==> src/rtl/fetch_sequencer.sv <==
// Instruction fetch sequencer: Moore FSM driving PC/IR/memory controls
// for a fetch-hold-accept loop, with jump and halt handling.
module fetch_sequencer #(
   parameter int unsigned SelectSize = 1,
   parameter int unsigned CountWidth = 16
) (
   input  logic                  Clk,
   input  logic                  Reset,
   input  logic                  Start,
   input  logic                  Halt,
   input  logic                  Jump,
   input  logic                  IR_Ack,
   output logic [SelectSize-1:0] ADDR_Src,
   output logic                  PC_Ld,
   output logic                  PC_Inc,
   output logic                  IR_Ld,
   output logic                  MEM_RW,
   output logic                  MEM_En,
   output logic                  IR_Valid,
   output logic                  Busy,
   output logic [CountWidth-1:0] FetchCount
);

   typedef enum logic [2:0] {
      IDLE   = 3'd0,
      FETCH0 = 3'd1,
      FETCH1 = 3'd2,
      HOLD   = 3'd3,
      JUMP   = 3'd4
   } state_t;

   state_t state;

   // Next-state decode; inputs outside IDLE and HOLD are deliberately dropped.
   function automatic state_t next_of(state_t s, logic start, logic halt,
                                      logic jump, logic ack);
      state_t n;
      n = IDLE;
      case (s)
         IDLE: begin
            if (jump)       n = JUMP;
            else if (start) n = FETCH0;
            else            n = IDLE;
         end
         FETCH0: n = FETCH1;
         FETCH1: n = HOLD;
         JUMP:   n = FETCH0;
         HOLD: begin
            if (!ack)      n = HOLD;
            else if (halt) n = IDLE;
            else if (jump) n = JUMP;
            else           n = FETCH0;
         end
         default: n = IDLE;
      endcase
      return n;
   endfunction

   // State register, fetch counter and registered control decode of the current state.
   always_ff @(posedge Clk) begin
      if (Reset) begin
         state      <= IDLE;
         FetchCount <= '0;
         ADDR_Src   <= '0;
         MEM_RW     <= 1'b1;
         PC_Ld      <= 1'b1;
         PC_Inc     <= 1'b1;
         IR_Ld      <= 1'b1;
         MEM_En     <= 1'b1;
         IR_Valid   <= 1'b0;
         Busy       <= 1'b0;
      end else begin
         state <= next_of(state, Start, Halt, Jump, IR_Ack);

         // One completed fetch per FETCH1 -> HOLD transition; wraps silently.
         if (state == FETCH1)
            FetchCount <= FetchCount + CountWidth'(1);

         ADDR_Src <= '0;
         MEM_RW   <= 1'b1;
         PC_Ld    <= 1'b1;
         PC_Inc   <= 1'b1;
         IR_Ld    <= 1'b1;
         MEM_En   <= 1'b1;
         IR_Valid <= 1'b0;
         Busy     <= 1'b1;
         case (state)
            IDLE:   Busy <= 1'b0;
            FETCH0: MEM_En <= 1'b0;
            FETCH1: begin
               MEM_En <= 1'b0;
               IR_Ld  <= 1'b0;
               PC_Inc <= 1'b0;
            end
            HOLD:   IR_Valid <= 1'b1;
            JUMP:   PC_Ld <= 1'b0;
            default: Busy <= 1'b0;
         endcase
      end
   end

endmodule

==> config.mk <==
export PLATFORM = sky130hd
export DESIGN_NAME = fetch_sequencer
export DESIGN_NICKNAME = d
export VERILOG_FILES = /design/src/rtl/fetch_sequencer.sv
export SDC_FILE = /design/constraint.sdc
export NUM_CORES = 1
export LEC_CHECK = 0
export CORE_MARGIN = 2
export CORE_UTILIZATION = 35
export DETAILED_ROUTE_END_ITERATION = 16
export PLACE_DENSITY = 0.65
export SYNTH_ARGS = -nofsm -noshare
export SYNTH_HDL_FRONTEND = slang
export SYNTH_SLANG_ARGS = --single-unit
==> constraint.sdc <==
create_clock -name Clk -period 5.34 [get_ports Clk]
set_input_delay 1.068 -clock Clk [delete_from_list [all_inputs] [get_ports Clk]]
set_output_delay 1.068 -clock Clk [all_outputs]
set_load 0.005 [all_outputs]
==> out/qor.txt <==
result of the run = finished, final reports clean
number of clock buffers inserted by TritonCTS = 3
worst ir drop on vdd = 0.1344 mV
final worst path period share = 0.4520
number of nets in the layout = 151
end-of-flow core utilization = 0.4571
Layout fillers = 309
maximum number of pins on one net before global-route repair = 23
critical path buffer and inverter count = 1
Post-Synthesis Mean Instance Area = 8.925 µm²
input/output buffers = 27
vertical die dimension = 59.32 µm
fin. max-slew vios = 0
commonest cells after routing, fill and taps aside = sky130_fd_sc_hd__clkdlybuf4s50_1 (27), sky130_fd_sc_hd__dfxtp_1 (24), sky130_fd_sc_hd__nor2_1 (16)
final total negative setup slack = 0 ps
number of search-and-repair iterations in the first detailed-routing pass = 4
starting density of the core = 0.3597
Cell Area, Synth = 1071 µm²
GP Congestion = 0.8232
syn_nets = 127
CTS tree = yes
power density relative to cell area = 241.1 nW/µm²
Final Hold Fails = 0
layout cells sized above 1 = 0.05594
cell count after placement = 172
area growth from synthesis to final layout = 27.10%
flop and latch count out of synthesis = 24
post-CTS setup repair buffer count = 0
vias after detailed routing = 904
library cell with the largest summed area after synthesis = sky130_fd_sc_hd__dfxtp_1
synthesized instance count = 120
Crit Path Category = flip-flop to output pin
later-pin clock latency in the skew report = 310 ps
final antenna-violating net count = 0
critical path required time = 4270 ps
global-route wire length before repair = 4.036 mm
area of the die = 3518 µm²
Diodes inserted = 0
worst hold margin = 511.4 ps
Core Area = 2978 µm²
number of warnings printed during yosys synthesis = 0
wire length per cell after detailed routing = 13.16 µm
placement row count = 20
DRC marker count from the first detailed-route iteration = 33
Sequential cell area = 480.5 µm²
footprint of the multi-input gates = 525.5 µm²
met2 layer usage reported by global route = 0.2449
all-layer global routing usage = 0.1476
total detailed-routing wirelength = 2.317 mm
Max Buffers Root-to-Sink = 2
arrival time of data at the critical path endpoint = 1350 ps
cell breakdown of the critical path = clkdlybuf4s50_1
Distinct cells, synth = 35
HPWL after detailed placement = 1.650 mm
critical path launch point type = flip-flop
leftover overflow at the end of global routing = 0
post-detailed-placement cell area = 1325 µm²
endpoint class of the critical path = output pin
number of enable-type register cells in the synthesized netlist = 0
leakage = 0.4853 nW
clock sinks = 24
average via count per standard cell = 5.136
post-layout min period = 2414 ps
fin cells = 176
GR met3 Demand/Resource = 0.05022
max frequency = 414.3 MHz
DRC violation count after routing = 0
Boundary Pins = 30
worst stage delay on the critical path = 550 ps
clock skew = 2.833 ps
CTS-repair resized insts = 0
unrepaired setup endpoints after global routing = no
async set-reset flop share out of synthesis = 0
number of hold buffers added after CTS = 0
final instance area = 1361 µm²
peak-usage layer in the global routing report = met2
commonest non-fill, non-tap cell in the layout = sky130_fd_sc_hd__clkdlybuf4s50_1
clock-pin slew on the worst setup and hold paths = 130 ps
final setup violating endpoints = 0
Max FO, Critical Path = 7
max capacitance violation total = 0
type of the most critical hold path = flip-flop to flip-flop
tightest slew margin relative to the limit = 0.5229
number of global-route vias before repair = 941
cell family with the largest share of critical-path delay = buffers and inverters
number of antenna violations at the first check in global routing = 0
main flop type after synthesis = sky130_fd_sc_hd__dfxtp_1
H-tree level count = 1
master of the slowest instance on the critical path = sky130_fd_sc_hd__clkdlybuf4s50_1
die width = 59.32 µm
area share of the largest cell type after synthesis = 0.4486
Least-Margin Pin Slew = 713.4 ps
cell types occupying the most area after synthesis = sky130_fd_sc_hd__dfxtp_1 (45%), sky130_fd_sc_hd__xor2_1 (6.5%), sky130_fd_sc_hd__nor2_1 (5.6%)
GR met1 Demand/Resource = 0.1821
library cell used as clock root buffer = sky130_fd_sc_hd__clkbuf_4
sequential share of the synthesized area = 0.4486
==> cell families (layout without fill, tap and decap cells) <==
logic type | Yosys count | count (layout) | share of synthesized area
XOR/XNOR | 13 | 13 | 0.1063
other | 2 | 2 | 0.007012
AO/OA/AOI/OAI | 11 | 11 | 0.05841
flip-flops | 24 | 24 | 0.4486
adder cells (fa/ha/maj) | 1 | 1 | 0.01168
multiplexers | 1 | 1 | 0.01051
AND/OR/NAND/NOR | 58 | 58 | 0.2967
buffers and inverters | 10 | 33 | 0.06074
==> synthesized netlist by cell type, types with 3 or more instances <==
library cell / count
sky130_fd_sc_hd__nand3_1: 7
sky130_fd_sc_hd__xnor2_1: 5
sky130_fd_sc_hd__dfxtp_1: 24
sky130_fd_sc_hd__and3_1: 5
sky130_fd_sc_hd__buf_4: 3
sky130_fd_sc_hd__nor2_1: 16
sky130_fd_sc_hd__or3_1: 3
sky130_fd_sc_hd__a21oi_1: 4
sky130_fd_sc_hd__o21ai_0: 5
sky130_fd_sc_hd__nand2_1: 9
sky130_fd_sc_hd__xor2_1: 8
sky130_fd_sc_hd__nand4_1: 3
==> state kept, by name, summed over array words and instances (netlist names) <==
register,flops
IR_Valid,1
IR_Ld,1
state,3
MEM_En,1
FetchCount,16
Busy,1
PC_Ld,1
==> per-stage QoR <==
stage	worst slack, ps	power, mW
CTS	2905	0.3322
detailed placement	2811	0.2372
global route	2837	0.3450
global placement	2849	0.2354
finish	2926	0.3282
floorplan	3481	0.2235
==> power breakdown <==
group	leakage, nW	internal [mW]	switching (mW)	total (mW)
clock network	0.0210	0.0417	0.0539	0.0955
registers	0.194	0.186	0.0102	0.196
logic	0.270	0.0208	0.0155	0.0362
==> layer usage <==
layer | share of wire | routed length [µm]
met5 | 0 | 0
met1 | 0.48 | 1104
met3 | 0.049 | 114
met4 | 0.011 | 25
met2 | 0.46 | 1072
==> layout make-up <==
cell class	instances	share of cell area
inverters	2	0.005515
well taps	33	0.03033
clock buffers	4	0.02665
repair buffers	27	0.1985
multi-input cells	86	0.3860
flip-flops and latches	24	0.3529
==> final timing paths <==
path,slack (ps),cells after the start,end,startpoint
setup / recovery,2930,1,FetchCount[2],FetchCount[2]
hold / removal,510,2,FetchCount[15],FetchCount[15]
setup reg to reg,3320,5,FetchCount[14],FetchCount[1]
hold reg to reg,510,2,FetchCount[15],FetchCount[15]
No activity file was read; power rests on OpenSTA's default activity.
